$ cat src/rtl/rv32_muldiv_pkg.sv
// Shared encodings for the RV32M execute unit: funct3 op codes, FSM states,
// divide special-case constants and the multiply product helper.
package rv32_muldiv_pkg;

  localparam logic [2:0] OP_MUL    = 3'd0;
  localparam logic [2:0] OP_MULH   = 3'd1;
  localparam logic [2:0] OP_MULHSU = 3'd2;
  localparam logic [2:0] OP_MULHU  = 3'd3;
  localparam logic [2:0] OP_DIV    = 3'd4;
  localparam logic [2:0] OP_DIVU   = 3'd5;
  localparam logic [2:0] OP_REM    = 3'd6;
  localparam logic [2:0] OP_REMU   = 3'd7;

  localparam logic [31:0] DIV0_QUO = 32'hFFFF_FFFF;
  localparam logic [31:0] OVF_QUO  = 32'h8000_0000;

  typedef enum logic [1:0] {
    ST_IDLE = 2'd0,
    ST_MUL  = 2'd1,
    ST_DIV  = 2'd2,
    ST_DONE = 2'd3
  } state_t;

  // 33x33 signed product; only the low 64 bits are ever needed.
  function automatic logic [31:0] mul_result(input logic [2:0] op,
                                             input logic [31:0] a,
                                             input logic [31:0] b);
    logic signed [32:0] sa;
    logic signed [32:0] sb;
    logic signed [63:0] p;
    sa = {(op != OP_MULHU) & a[31], a};
    sb = {(op == OP_MULH)  & b[31], b};
    p  = 64'(sa) * 64'(sb);
    return (op == OP_MUL) ? p[31:0] : p[63:32];
  endfunction

endpackage

$ cat src/rtl/rv32_divider.sv
// Iterative restoring divider on unsigned magnitudes; retires DIV_BITS
// quotient bits per clock and pulses done_o after the last iteration.
module rv32_divider #(
  parameter int DIV_BITS = 1
) (
  input  logic        clk,
  input  logic        reset_,
  input  logic        start_i,
  input  logic        kill_i,
  input  logic [31:0] dividend_i,
  input  logic [31:0] divisor_i,
  output logic [31:0] quotient_o,
  output logic [31:0] remainder_o,
  output logic        done_o
);
  localparam int ITERS = 32 / DIV_BITS;
  localparam int CW    = $clog2(ITERS + 1);

  logic [31:0]   rem_q, rem_d;
  logic [31:0]   quo_q, quo_d;
  logic [31:0]   dvs_q;
  logic [CW-1:0] cnt_q;
  logic          done_q;

  always_comb begin
    logic [32:0] trial;
    trial = '0;
    rem_d = rem_q;
    quo_d = quo_q;
    for (int i = 0; i < DIV_BITS; i++) begin
      trial = {rem_d, quo_d[31]};
      quo_d = {quo_d[30:0], 1'b0};
      if (trial >= {1'b0, dvs_q}) begin
        trial    = trial - {1'b0, dvs_q};
        quo_d[0] = 1'b1;
      end
      rem_d = trial[31:0];
    end
  end

  always_ff @(posedge clk) begin
    if (!reset_) begin
      rem_q  <= '0;
      quo_q  <= '0;
      dvs_q  <= '0;
      cnt_q  <= '0;
      done_q <= 1'b0;
    end else if (kill_i) begin
      cnt_q  <= '0;
      done_q <= 1'b0;
    end else if (start_i) begin
      rem_q  <= '0;
      quo_q  <= dividend_i;
      dvs_q  <= divisor_i;
      cnt_q  <= CW'(ITERS);
      done_q <= 1'b0;
    end else if (cnt_q != '0) begin
      rem_q  <= rem_d;
      quo_q  <= quo_d;
      cnt_q  <= cnt_q - CW'(1);
      done_q <= (cnt_q == CW'(1));
    end else begin
      done_q <= 1'b0;
    end
  end

  assign quotient_o  = quo_q;
  assign remainder_o = rem_q;
  assign done_o      = done_q;
endmodule

$ cat src/rtl/rv32_muldiv.sv
// RV32M execute unit: pipelined multiply, iterative divide, one op in flight,
// registered result held in DONE while the hazard unit stalls.
module rv32_muldiv
  import rv32_muldiv_pkg::*;
#(
  parameter int MUL_LATENCY   = 2,
  parameter int DIV_BITS      = 1,
  parameter int EARLY_DIV_OUT = 1
) (
  input  logic        clk,
  input  logic        reset_,
  input  logic        stall_in,
  input  logic        flush_in,
  input  logic        valid_in,
  input  logic [2:0]  op_in,
  input  logic [31:0] rs1_value_in,
  input  logic [31:0] rs2_value_in,
  input  logic [4:0]  rd_in,
  output logic        busy_out,
  output logic        valid_out,
  output logic [4:0]  rd_out,
  output logic [31:0] result_out
);
  localparam int NP = (MUL_LATENCY > 1) ? MUL_LATENCY - 1 : 1;

  state_t                 state_q;
  logic [2:0]             op_q;
  logic [31:0]            a_q, b_q;
  logic [4:0]             rd_q, rd_out_q;
  logic                   qneg_q, rneg_q, divz_q, ovf_q;
  logic [MUL_LATENCY-1:0] mul_vld_q;
  logic [NP-1:0][31:0]    prod_q;
  logic                   valid_q;
  logic [31:0]            result_q;

  logic        accept, in_div, in_uns, s1, s2, divz_in, ovf_in, div_start;
  logic [31:0] mag1, mag2, mul_sel, mul_fin;
  logic [31:0] dq, dr, quo, rem, div_res;
  logic        div_done, div_fin;

  assign accept  = valid_in && !stall_in && !flush_in &&
                   (state_q == ST_IDLE || state_q == ST_DONE);
  assign in_div  = (op_in >= OP_DIV);
  assign in_uns  = (op_in == OP_DIVU) || (op_in == OP_REMU);
  assign s1      = !in_uns && rs1_value_in[31];
  assign s2      = !in_uns && rs2_value_in[31];
  assign mag1    = s1 ? -rs1_value_in : rs1_value_in;
  assign mag2    = s2 ? -rs2_value_in : rs2_value_in;
  assign divz_in = (rs2_value_in == '0);
  assign ovf_in  = !in_uns && rs1_value_in == OVF_QUO && rs2_value_in == DIV0_QUO;
  // Special cases skip the iteration entirely when the early exit is enabled.
  assign div_start = accept && in_div && !((EARLY_DIV_OUT != 0) && (divz_in || ovf_in));

  rv32_divider #(.DIV_BITS(DIV_BITS)) u_div (
    .clk        (clk),
    .reset_     (reset_),
    .start_i    (div_start),
    .kill_i     (flush_in),
    .dividend_i (mag1),
    .divisor_i  (mag2),
    .quotient_o (dq),
    .remainder_o(dr),
    .done_o     (div_done)
  );

  assign mul_sel = mul_result(op_q, a_q, b_q);
  assign mul_fin = (MUL_LATENCY == 1) ? mul_sel : prod_q[NP-1];

  generate
    if (MUL_LATENCY > 1) begin : g_pipe
      always_ff @(posedge clk) begin
        if (!reset_) begin
          prod_q <= '0;
        end else begin
          prod_q[0] <= mul_sel;
          for (int i = 1; i < NP; i++) prod_q[i] <= prod_q[i-1];
        end
      end
    end else begin : g_nopipe
      assign prod_q = '0;
    end
  endgenerate

  always_comb begin
    quo = qneg_q ? -dq : dq;
    rem = rneg_q ? -dr : dr;
    if (divz_q) begin
      quo = DIV0_QUO;
      rem = a_q;
    end else if (ovf_q) begin
      quo = OVF_QUO;
      rem = '0;
    end
    div_res = op_q[1] ? rem : quo;
  end

  assign div_fin = ((EARLY_DIV_OUT != 0) && (divz_q || ovf_q)) || div_done;

  always_ff @(posedge clk) begin
    if (!reset_) begin
      state_q   <= ST_IDLE;
      op_q      <= '0;
      a_q       <= '0;
      b_q       <= '0;
      rd_q      <= '0;
      qneg_q    <= 1'b0;
      rneg_q    <= 1'b0;
      divz_q    <= 1'b0;
      ovf_q     <= 1'b0;
      mul_vld_q <= '0;
      valid_q   <= 1'b0;
      rd_out_q  <= '0;
      result_q  <= '0;
    end else if (flush_in) begin
      state_q   <= ST_IDLE;
      valid_q   <= 1'b0;
      mul_vld_q <= '0;
    end else begin
      mul_vld_q <= mul_vld_q << 1;
      case (state_q)
        ST_IDLE, ST_DONE: begin
          if (!(state_q == ST_DONE && stall_in)) begin
            valid_q <= 1'b0;
            state_q <= ST_IDLE;
            if (accept) begin
              op_q      <= op_in;
              a_q       <= rs1_value_in;
              b_q       <= rs2_value_in;
              rd_q      <= rd_in;
              qneg_q    <= s1 ^ s2;
              rneg_q    <= s1;
              divz_q    <= in_div && divz_in;
              ovf_q     <= in_div && ovf_in;
              state_q   <= in_div ? ST_DIV : ST_MUL;
              mul_vld_q <= in_div ? '0 : MUL_LATENCY'(1);
            end
          end
        end
        ST_MUL: begin
          if (mul_vld_q[MUL_LATENCY-1]) begin
            result_q <= mul_fin;
            rd_out_q <= rd_q;
            valid_q  <= 1'b1;
            state_q  <= ST_DONE;
          end
        end
        ST_DIV: begin
          if (div_fin) begin
            result_q <= div_res;
            rd_out_q <= rd_q;
            valid_q  <= 1'b1;
            state_q  <= ST_DONE;
          end
        end
        default: state_q <= ST_IDLE;
      endcase
    end
  end

  assign busy_out   = (state_q == ST_MUL) || (state_q == ST_DIV) ||
                      (state_q == ST_DONE && stall_in);
  assign valid_out  = valid_q;
  assign rd_out     = rd_out_q;
  assign result_out = result_q;
endmodule

$ cat config.mk
export PLATFORM = sky130hd
export DESIGN_NAME = rv32_muldiv
export DESIGN_NICKNAME = d
export VERILOG_FILES = /design/src/rtl/rv32_muldiv_pkg.sv /design/src/rtl/rv32_divider.sv /design/src/rtl/rv32_muldiv.sv
export SDC_FILE = /design/constraint.sdc
export NUM_CORES = 2
export LEC_CHECK = 0
export CAP_MARGIN = 40
export CORE_MARGIN = 1
export CORE_UTILIZATION = 60
export DETAILED_ROUTE_END_ITERATION = 8
export HOLD_SLACK_MARGIN = 0.12
export PLACE_DENSITY = 0.87
export SKIP_CTS_REPAIR_TIMING = 1
export SLEW_MARGIN = 20
export SYNTH_ARGS = -nofsm -noshare
export SYNTH_HDL_FRONTEND = slang
export SYNTH_SLANG_ARGS = --single-unit
$ cat constraint.sdc
create_clock -name clk -period 9.6 [get_ports clk]
set_clock_uncertainty 0.2 [all_clocks]
set_input_delay 1.92 -clock clk [delete_from_list [all_inputs] [get_ports clk]]
set_output_delay 1.92 -clock clk [all_outputs]
set_load 0.05 [all_outputs]
==> impl_metrics.tcl <==
set metrics [dict create \
    p_int_mw 2.751 \
    ys_ff_latch 253 \
    insertion_delay_ps 580 \
    whs_path_depth 2 \
    setup_tns_ps 0 \
    peakVddDrop_v 0.0002378 \
    boundaryPins 116 \
    syn_area_per_cell_um2 8.532 \
    floorplan.rows 108 \
    seqPwrFrac_pct 26.6 \
    cp-end-kind "register" \
    dr_total_vias 43532 \
    status "complete, no violations" \
    slew_headroom_pct 40.33 \
    r2r_start "op_q[0]" \
    r2r_end "mul_fin[28]" \
    die_w_um 298.3 \
    power_mw 5.099 \
    path_max_fanout 11 \
    clk_pin_slew_ps 70 \
    dieHeight_um 298.3 \
    setup_viol 0 \
    reg2reg_depth 30 \
    gr-total-overflow 0 \
    crit_slowest_cell "fa_1" \
    grt_max_degree 77 \
    rsz0062_at_grt "false" \
    critPathLaunchType "register" \
    io_buffers 115 \
    critPathMaxStageDelay_ps 750 \
    drc_errors 0 \
    hold_class "register to register" \
    numCtsBuffers 28 \
    synth.yosys.seq_area_share_pct 9.616 \
    drt_iter0_drc 4624 \
    fin_crit_ps 8997 \
    place_congestion 1.010 \
    p_leak_nw 24.26 \
    synthesis.instances 6173 \
    path_common_cell "fa_1" \
    routed_via_density 6.015 \
    root_buffer "clkbuf_16" \
    cap_violations 0 \
    dpl_cell_area_um2 55000 \
    postRouteAntennaNets 0 \
    cts_tree "yes" \
    die-area_um2 88970 \
    drive_gt1_share_pct 3.963 \
    final_hold_viol_count 0 \
    start_util_pct 60.62 \
    share_comb_of_total_power_pct 50.4 \
    design_area_um2 56080 \
    power_density_nw_per_um2 90.92 \
    grt_usage_pct 35.38 \
    antenna_found_initial 5 \
    hold_start "rd_q[3]" \
    firstDrtPassIters 8 \
    synthFlopType "dfxtp_1" \
    power.switching_mw 2.348 \
    max_slew.worst_pin.slew_ps 893.9 \
    coreArea_um2 86890 \
    p_sw_share_pct 46.06 \
    clock_path_buffers 3 \
    synth_cell_type_count 89 \
    r2r_setup_slack_ps 600 \
    post_drt_wl_per_cell_um 21.36 \
    grt_pass1_wl_um 247000 \
    yosys_warnings 0 \
    fill_cells 6743 \
    fin_nets 7518 \
    synth_nets 7630 \
    required_ps 9830 \
    max_freq_mhz 111.1 \
    cts.sinks 253 \
    layout_common_cells "inv_1, fa_1, nand2_1" \
    synth_edf_count 0 \
    async_flop_share_pct 0 \
    hold_end "rd_out[3]" \
    area_delta_synth_final_pct 6.476 \
    drv_slew 0 \
    htree_levels 1 \
    mostFrequentLayoutCell "inv_1" \
    wl_um 154600 \
    dp_hpwl_um 126400 \
    clockPowerShare_pct 23.0 \
    fin_crit_sh_pct 93.72 \
    path_class "register to register" \
    syn_area_um2 52670 \
    grt_pass1_vias 45813 \
    cp.arrival_ps 9220 \
]
## routing by layer
layer	global-route usage [%]	vias to the layer above	share of wire [%]
met2	57.87	2639	48
met3	5.557	673	10
met1	45.24	21692	36
li1	-	18526	-
met5	0	-	0.0084
met4	19.22	2	6.5
## area by class of cell
type	instances	area [µm²]	share of cell area, %
Antenna cell	1	2.502	0.004462
Clock buffer	38	829.5	1.479
Clock inverter	12	155.1	0.2767
Inverter	1207	4536	8.088
Multi-Input combinational cell	4315	41570	74.13
Sequential cell	253	5065	9.031
Tap cell	1155	1445	2.577
Timing Repair Buffer	256	2475	4.413
## cells by family (layout without fill, tap and decap cells)
family / Yosys count / count (layout) / synth area share [%]
XOR/XNOR: 211 / 211 / 3.509
other: 0 / 1 / 0
AO/OA/AOI/OAI: 744 / 744 / 9.236
adder cells (fa/ha/maj): 1380 / 1380 / 48.83
multiplexers: 26 / 26 / 0.4989
AND/OR/NAND/NOR: 1954 / 1954 / 16.80
flip-flops: 253 / 253 / 9.616
buffers and inverters: 1605 / 1513 / 11.51
## worst max path at each step
stage,from,endpoint,cells past startpoint
4_1_cts,op_q[0],mul_fin[28],30
3_3_place_gp,op_q[0],mul_fin[28],30
3_5_place_dp,op_q[0],mul_fin[28],30
2_1_floorplan,op_q[0],mul_fin[28],29
5_1_grt,op_q[0],mul_fin[28],30
6_report,op_q[0],mul_fin[28],30
## sequential cells by signal (all words and copies together), names as in the netlist, 2 cells and up
register,flops
mul_vld_q,2
a_q,32
u_div.cnt_q,6
mul_fin,32
rd_q,5
result_out,32
u_div.quotient_o,32
b_q,32
op_q,3
state_q,2
u_div.remainder_o,32
u_div.dvs_q,32
rd_out,5
## metrics by stage
stage / utilization [%] / setup WS, ps / std cells / hold slack, ps
global placement: 62.91 / 901.2 / 7159 / 237.9
finish: 64.54 / 602.8 / 7237 / 254.4
floorplan: - / 1274 / 6173 / 232.2
detailed placement: 63.30 / 714.5 / 7180 / 242.4
global route: 64.54 / 102.6 / 7237 / 282.1
CTS: 64.44 / 668.3 / 7230 / 254.2
## critical path, delay by kind of cell, from the launching register on
family	cells	cell delay, ps
DFF	1	360
AOI/OAI and AO/OA	7	1210
adders and majority gates	9	4710
buffers and inverters	8	1310
and+or+nand+nor	5	820
xor gates and xnor gates	1	190
## synth_stat cells, drive strengths merged, types with 11 or more instances
library cell / n / area [µm²]
a221oi: 16 / 152.7
nand2: 1101 / 4133
buf: 31 / 155.2
nor4: 20 / 191.4
nand3: 44 / 220.2
or3: 16 / 105.1
a211oi: 79 / 603.1
o41ai: 19 / 215.2
and2: 319 / 1996
nor2b: 15 / 93.84
xnor2: 121 / 1060
o211ai: 17 / 127.6
a21oi: 254 / 1275
o21bai: 17 / 127.6
mux2i: 24 / 240.2
nand4: 35 / 219.0
xor2: 90 / 788.3
clkbuf: 367 / 1378
o31ai: 30 / 249.0
and3: 37 / 231.5
dfxtp: 253 / 5065
nand2b: 20 / 132.6
inv: 1206 / 4527
or2: 13 / 81.33
nor2: 247 / 927.1
a311oi: 34 / 297.8
ha: 254 / 3178
nor3: 62 / 315.3
fa: 1126 / 22540
a21o: 32 / 240.2
o21a: 18 / 136.4
o22ai: 11 / 75.07
o21ai: 144 / 724.4
## power by group through the flow
stage | sequential (mW) | combinational [mW] | clock [mW]
after floorplan | 1.33 | 1.80 | 0
after global placement | 1.39 | 2.38 | 0
after detailed placement | 1.37 | 2.47 | 0
after CTS | 1.35 | 2.49 | 1.17
after global routing | 1.36 | 2.80 | 1.22
final | 1.35 | 2.57 | 1.17
(Power assumes the default switching activity.)
